==> src/rtl/tile_pkg.sv <==
// Shared definitions for the tile edge-function evaluator and its raster scanner.
package tile_pkg;

  localparam logic [1:0] CMD_NOP     = 2'd0;
  localparam logic [1:0] CMD_RESTART = 2'd1;
  localparam logic [1:0] CMD_STEPY   = 2'd2;
  localparam logic [1:0] CMD_STEPX   = 2'd3;

  localparam int TILE_W = 18;

  typedef enum logic [1:0] {
    ST_IDLE    = 2'd0,
    ST_RESTART = 2'd1,
    ST_SCAN    = 2'd2,
    ST_DONE    = 2'd3
  } scan_state_e;

endpackage

==> src/rtl/tile_scanner_xy.sv <==
// Raster x/y position counter for tile_scanner: clears to (0,0), advances along a row
// and wraps to the start of the next row, and flags the row end and the final pixel.
module tile_scanner_xy
  import tile_pkg::*;
#(
  parameter int WIDTH  = 16,
  parameter int HEIGHT = 16,
  parameter int XW     = 4,
  parameter int YW     = 4
) (
  input  logic          clock_i,
  input  logic          reset_i,
  input  logic          clear_i,
  input  logic          advance_i,
  output logic [XW-1:0] x_o,
  output logic [YW-1:0] y_o,
  output logic          rowEnd_o,
  output logic          last_o
);

  localparam logic [XW-1:0] X_MAX = XW'(WIDTH - 1);
  localparam logic [YW-1:0] Y_MAX = YW'(HEIGHT - 1);

  logic [XW-1:0] xQ, xD;
  logic [YW-1:0] yQ, yD;

  assign x_o      = xQ;
  assign y_o      = yQ;
  assign rowEnd_o = (xQ == X_MAX);
  assign last_o   = rowEnd_o && (yQ == Y_MAX);

  // The caller never advances past the last pixel, so y cannot overflow here.
  always_comb begin
    xD = xQ;
    yD = yQ;
    if (clear_i) begin
      xD = '0;
      yD = '0;
    end else if (advance_i) begin
      if (rowEnd_o) begin
        xD = '0;
        yD = yQ + YW'(1);
      end else begin
        xD = xQ + XW'(1);
      end
    end
  end

  always_ff @(posedge clock_i or posedge reset_i) begin
    if (reset_i) begin
      xQ <= '0;
      yQ <= '0;
    end else begin
      xQ <= xD;
      yQ <= yD;
    end
  end

endmodule

==> src/rtl/tile_scanner.sv <==
// Raster sequencer walking a tile evaluator over a WIDTH x HEIGHT window and streaming
// (x, y, inside) per pixel. Define TILE_SCANNER_COUNT_EN to add the inside_count output.
module tile_scanner
  import tile_pkg::*;
#(
  parameter int  WIDTH  = 16,
  parameter int  HEIGHT = 16,
  localparam int XW     = (WIDTH > 1) ? $clog2(WIDTH) : 1,
  localparam int YW     = (HEIGHT > 1) ? $clog2(HEIGHT) : 1
) (
  input  logic          clock,
  input  logic          reset,
  input  logic          start,
  output logic          busy,
  output logic          done,
  output logic [1:0]    command,
  input  logic          inside_triangle,
  output logic          pix_valid,
  input  logic          pix_ready,
  output logic [XW-1:0] pix_x,
  output logic [YW-1:0] pix_y,
  output logic          pix_inside
`ifdef TILE_SCANNER_COUNT_EN
  ,
  output logic [$clog2(WIDTH*HEIGHT+1)-1:0] inside_count
`endif
);

  scan_state_e stateQ;
  logic busyQ, doneQ, validQ;
  logic fire, rowEnd, last;

  assign fire       = validQ & pix_ready;
  assign busy       = busyQ;
  assign done       = doneQ;
  assign pix_valid  = validQ;
  assign pix_inside = inside_triangle;

  tile_scanner_xy #(
    .WIDTH (WIDTH),
    .HEIGHT(HEIGHT),
    .XW    (XW),
    .YW    (YW)
  ) u_xy (
    .clock_i  (clock),
    .reset_i  (reset),
    .clear_i  ((stateQ == ST_IDLE) && start),
    .advance_i(fire && !last),
    .x_o      (pix_x),
    .y_o      (pix_y),
    .rowEnd_o (rowEnd),
    .last_o   (last)
  );

  always_ff @(posedge clock or posedge reset) begin
    if (reset) begin
      stateQ <= ST_IDLE;
      busyQ  <= 1'b0;
      doneQ  <= 1'b0;
      validQ <= 1'b0;
    end else begin
      case (stateQ)
        ST_IDLE: begin
          if (start) begin
            stateQ <= ST_RESTART;
            busyQ  <= 1'b1;
          end
        end
        ST_RESTART: begin
          stateQ <= ST_SCAN;
          validQ <= 1'b1;
        end
        ST_SCAN: begin
          if (fire && last) begin
            stateQ <= ST_DONE;
            validQ <= 1'b0;
            busyQ  <= 1'b0;
            doneQ  <= 1'b1;
          end
        end
        ST_DONE: begin
          doneQ  <= 1'b0;
          stateQ <= ST_IDLE;
        end
        default: stateQ <= ST_IDLE;
      endcase
    end
  end

  // The tile latches command on the handshake edge, so stepping must be combinational on fire.
  always_comb begin
    command = CMD_NOP;
    case (stateQ)
      ST_RESTART: command = CMD_RESTART;
      ST_SCAN: begin
        if (fire && !last) begin
          command = rowEnd ? CMD_STEPY : CMD_STEPX;
        end
      end
      default: command = CMD_NOP;
    endcase
  end

`ifdef TILE_SCANNER_COUNT_EN
  localparam int CW = $clog2(WIDTH * HEIGHT + 1);

  logic [CW-1:0] countQ, countD;

  assign inside_count = countQ;

  always_comb begin
    countD = countQ;
    if (stateQ == ST_RESTART) begin
      countD = '0;
    end else if (fire && inside_triangle) begin
      countD = countQ + CW'(1);
    end
  end

  always_ff @(posedge clock or posedge reset) begin
    if (reset) begin
      countQ <= '0;
    end else begin
      countQ <= countD;
    end
  end
`endif

endmodule

==> config.mk <==
export PLATFORM = sky130hd
export DESIGN_NAME = tile_scanner
export DESIGN_NICKNAME = d
export VERILOG_FILES = /design/src/rtl/tile_pkg.sv /design/src/rtl/tile_scanner_xy.sv /design/src/rtl/tile_scanner.sv
export SDC_FILE = /design/constraint.sdc
export NUM_CORES = 1
export LEC_CHECK = 0
export CELL_PAD_IN_SITES_DETAIL_PLACEMENT = 1
export CELL_PAD_IN_SITES_GLOBAL_PLACEMENT = 1
export CORE_MARGIN = 1
export CORE_UTILIZATION = 33
export DETAILED_ROUTE_END_ITERATION = 12
export PLACE_DENSITY_LB_ADDON = 0.1
export SYNTH_ARGS = -nofsm -noshare
export SYNTH_HDL_FRONTEND = slang
export SYNTH_HIERARCHICAL = 1
export SYNTH_SLANG_ARGS = --single-unit
==> constraint.sdc <==
create_clock -name clock -period 2.7 [get_ports clock]
set_input_delay 0.54 -clock clock [delete_from_list [all_inputs] [get_ports clock]]
set_output_delay 0.54 -clock clock [all_outputs]
set_load 0.005 [all_outputs]
[After elaboration in Yosys (flattened, before gate mapping)]
Cells that the tools add are included.
Operators by class
  bitwise logic cells: 1
  add/sub/neg operators: 2
  eq/ne operators: 7
  mux-type cells: 18
  reduce and logical (&&, ||, !) cells: 16
Operators with widths (count)
  $mux 4: 6
  $reduce_bool 2->1: 5
  $add 4x1->4 const B: 2
  $eq 4x4->1 const B: 2
  $pmux 2 s4: 1
  $reduce_and 2->1: 4
  $mux 2: 3
  $pmux 1 s2: 3
  $eq 2x2->1 const B: 2
  $logic_and 1x1->1: 4
  $mux 1: 4
  $ne 2x2->1 const B: 2
  $pmux 2 s2: 1
  $reduce_and 3->1: 1
  $eq 2x1->1 const B: 1
  $logic_not 2->1: 1
  $and 1x1->1: 1
  $logic_not 1->1: 1
Storage, ports and cells
  input port bits: 5
  flip-flop bits (word level): 13

[Depth between registers and ports, before layout]
  depth in word-level cells: 6
  gate-level depth with buffers: 7

[Hierarchy]
Netlist, hierarchy kept.
Modules (own cells, without submodules)
  tile_scanner_xy: instances 1, cells each 41, area each 411.6 µm²
  tile_scanner: instances 1, cells each 34, area each 340.3 µm²

[Worst setup path after synthesis]
OpenSTA, ideal clock, no wires.
  path type: reg2reg
  start: register u_xy.xQ[0] (netlist: u_xy/x_o[0])
  end: register u_xy.yQ[3] (netlist: u_xy/y_o[3])
  library setup time: 78 ps
  stages on the path, launching flop included: 8
  path slack: 735 ps
  buffers on the path: 0
  data required time: 2622 ps
  arrival time: 1887 ps
  cells stage by stage: dfrtp_1 ha_1 nand3_1 nor2_1 nor2_1 nand4_4 or3_1 a21oi_1
Between the ends
  longest elaborated chain between the ends: 6
  elaborated cells between the ends (all ways): 7
  classes of those cells: eq/ne (1); reduce/logical (6)
RTL lines
  start, declared: RTL line tile_scanner_xy.sv:24  | logic [XW-1:0] xQ, xD;
  start signal, assigned: RTL line tile_scanner_xy.sv:51  | xQ <= '0;
  start signal, assigned: RTL line tile_scanner_xy.sv:54  | xQ <= xD;
  $eq 4x4->1: RTL line tile_scanner_xy.sv:29  | assign rowEnd_o = (xQ == X_MAX);
  $logic_and 1x1->1: RTL line tile_scanner_xy.sv:30  | assign last_o = rowEnd_o && (yQ == Y_MAX);
  via last: RTL line tile_scanner.sv:31  | logic fire, rowEnd, last;
  $logic_not 1->1: RTL line tile_scanner.sv:48  | .advance_i(fire && !last),
  $logic_and 1x1->1: RTL line tile_scanner.sv:48
  $reduce_bool 2->1 (no line)
  $reduce_and 2->1 (no line)
  end signal, assigned: RTL line tile_scanner_xy.sv:55  | yQ <= yD;
  end, declared: RTL line tile_scanner_xy.sv:25  | logic [YW-1:0] yQ, yD;
The timed path passes the listed nets, and every way through them passes these cells.
A chain may end at the register's enable or synchronous reset.

[Final worst setup path]
  start: register u_xy.yQ[0] (netlist: u_xy/y_o[0])
  end: output port command[0]
Between the ends
  longest elaborated chain between the ends: 6
RTL lines
  $eq 4x4->1: RTL line tile_scanner_xy.sv:30
  $logic_and 1x1->1: RTL line tile_scanner_xy.sv:30
  via last: RTL line tile_scanner.sv:31
  $logic_not 1->1: RTL line tile_scanner.sv:96  | if (fire && !last) begin
  $logic_and 1x1->1: RTL line tile_scanner.sv:96
  $mux 2: RTL line tile_scanner.sv:96
  $pmux 2 s2: RTL line tile_scanner.sv:93  | case (stateQ)
  end, declared: RTL line tile_scanner.sv:16  | output logic [1:0] command,
The timed path passes the listed nets, and every way through them passes these cells.

==> out/qor.yml <==
status: "finished, final reports clean"
dp_slack_ns: 0.215
ys_ff_latch: 13
io_pins: 19
syn_to_final_growth_pct: 32.9
rr_worst_depth: 7
grt_pass1_wl_mm: 2.96
tns_ns: 0
hold_class: "primary input to asynchronous set/reset pin"
max_slew_margin_pct: 75.6
yosys-top-cells-area: "dfrtp_1 (43%), ha_1 (12%), inv_1 (3.5%)"
clkTransAtPathRegs_ns: 0.10
max_freq_mhz: 390
clock-sinks: 13
end_kind: "primary output"
io_buffers: 16
first_iter_violations: 17
cap_violations: 0
antenna_cells: 0
finalCriticalPeriod_ns: 2.57
placed_area_sq_um: 950
yosys.cell_types.count: 29
vias: 639
synth_area_sq_um: 752
powerDensity_nw_per_um2: 841
drive_gt1_share_pct: 15.6
initial_utilization_pct: 36.8
layout_setup_ws_ns: 0.134
cts_root_buf: "clkbuf_4"
synth_ff_type: "dfrtp_1"
layout.nets: 109
worstSetupStartpointType: "flip-flop"
routed_via_density: 5.20
synthCells: 75
reg2reg_from: "u_xy/y_o[0]"
irDropWorstVdd_uv: 455
hold_viol: 0
rsz0062_at_grt: "false"
rrSetupSlack_ns: 0.79
synth_nets: 87
core_area_sq_um: 2040
async_flop_share_pct: 100
cts_tree: "built"
wl_per_cell_microns: 14.7
required_ns: 2.16
first_pass_iters: 4
synth_top_area_share_pct: 43.3
drc: 0
synth-seq-area-share_pct: 43.3
clkLatencyLatePin_ns: 0.29
report.final.slew_viol_count: 0
clock_skew_ns: 0.00921
track_usage_pct: 16.3
synth.most_common_cell: "dfrtp_1"
p_leak_nw: 0.461
worst-setup-path-type: "flip-flop to primary output"
dieHeight_microns: 49.7
rows: 16
antenna_found_initial: 0
final_area_sq_um: 1000
htree_levels: 1
setup_violations: 0
tightest_slew_ns: 0.366
dp_hpwl_mm: 1.26
ctsHoldBuffers: 0
die_w_microns: 49.7
num-fill-cells: 245
dieArea_sq_um: 2470
yosys_warnings: 6
grt_pass1_vias: 617
yosys-top-cells-count: "dfrtp_1 (13), ha_1 (7), inv_1 (7), nor2_1 (7)"
gp_congestion: 0.814
grt_max_degree: 10
routed_wl_mm: 1.81
cts_buffers: 3
r2r-end: "u_xy/y_o[3]"
period_share_pct: 95.0
avgSynthCellArea_sq_um: 10.0
grt-ovfl-total: 0
cp_max_fo: 4
clk_path_buf_depth: 2
synth-edff-count: 0
yosysTopAreaCell: "dfrtp_1"
ant_nets: 0
arrival_ns: 2.03
## worst max-delay path, cell delays in order, from the launching register on
cell             delay [ns]
dfrtp_1                0.42
ha_1                   0.23
nand3_1                0.17
nor2_4                 0.06
nor3_2                 0.19
a22o_1                 0.15
clkdlybuf4s50_1        0.50
## per-layer routing
metal  vias up  part of all wire [%]  track usage [%]
li1        306                     -                -
met5         -                     0                0
met3         3                   3.6             3.09
met4         0                   1.6             9.05
met1       316                    49             24.0
met2        14                    46             21.8
## cell usage in the layout (no fill, tap or decap), types with 3 or more instances in the layout
cell              n
dfrtp_1          13
nand3_1           3
a21oi_1           4
ha_1              6
clkdlybuf4s50_1  16
xor2_1            3
nor2_1            6
o21ai_0           4
clkbuf_4          3
inv_1             7
buf_4             3
## cell type report
class | instances | area (sq um) | area share (%)
clock buffers | 3 | 22.5 | 2.25
flip-flops and latches | 13 | 325 | 32.5
clock inverters | 1 | 5.00 | 0.501
well taps | 27 | 33.8 | 3.38
inverters | 8 | 30.0 | 3.00
multi-input cells | 52 | 400 | 40.1
repair buffers | 19 | 183 | 18.3
## power by group
group	switching [mW]	leakage, nW	total, mW	internal (mW)
clock	0.0781	0.0177	0.133	0.0551
combinational	0.176	0.283	0.395	0.219
sequential	0.0655	0.161	0.312	0.247
total	0.320	0.461	0.841	0.521
## per-stage QoR
stage                     utilization (%)  hold WS [ns]  total power, mW  cells
after floorplan                         -         0.319            0.529     75
after global placement               46.5         0.505            0.692    118
after detailed placement             46.5         0.529            0.702    118
after CTS                            48.0         0.483            0.841    122
after global routing                 49.0         0.513            0.906    123
final                                49.0         0.488            0.841    123
## repair_timing
action,in CTS,in global routing
endpoints found under the setup margin,1,1
setup buffers,0,1
resized for setup,1,3
## flip-flops by register name (all words and copies together) (netlist names)
register	count
busy	1
stateQ	2
pix_valid	1
u_xy/x_o	4
u_xy/y_o	4
done	1
## cell families (layout without fill, tap and decap cells)
logic type / Yosys count / after routing / share of synthesized area, %
muxes: 3 / 3 / 4.16
xor gates and xnor gates: 3 / 3 / 3.49
AOI/OAI and AO/OA: 13 / 13 / 11.0
buffers and inverters: 10 / 31 / 5.49
DFF: 13 / 13 / 43.3
adders and majority gates: 7 / 7 / 11.6
and+or+nand+nor: 26 / 26 / 21.0
## worst max path at each step
stage / end / slack (ns) / cells past startpoint / from
2_1_floorplan: u_xy/y_o[3] / 0.74 / 7 / u_xy/x_o[0]
3_3_place_gp: command[0] / 0.22 / 5 / pix_ready
3_5_place_dp: command[0] / 0.21 / 5 / pix_ready
4_1_cts: command[0] / 0.03 / 6 / u_xy/x_o[0]
5_1_grt: command[0] / 0.01 / 6 / u_xy/y_o[1]
6_report: command[0] / 0.13 / 6 / u_xy/y_o[0]
No activity file was read; power rests on OpenSTA's default activity.
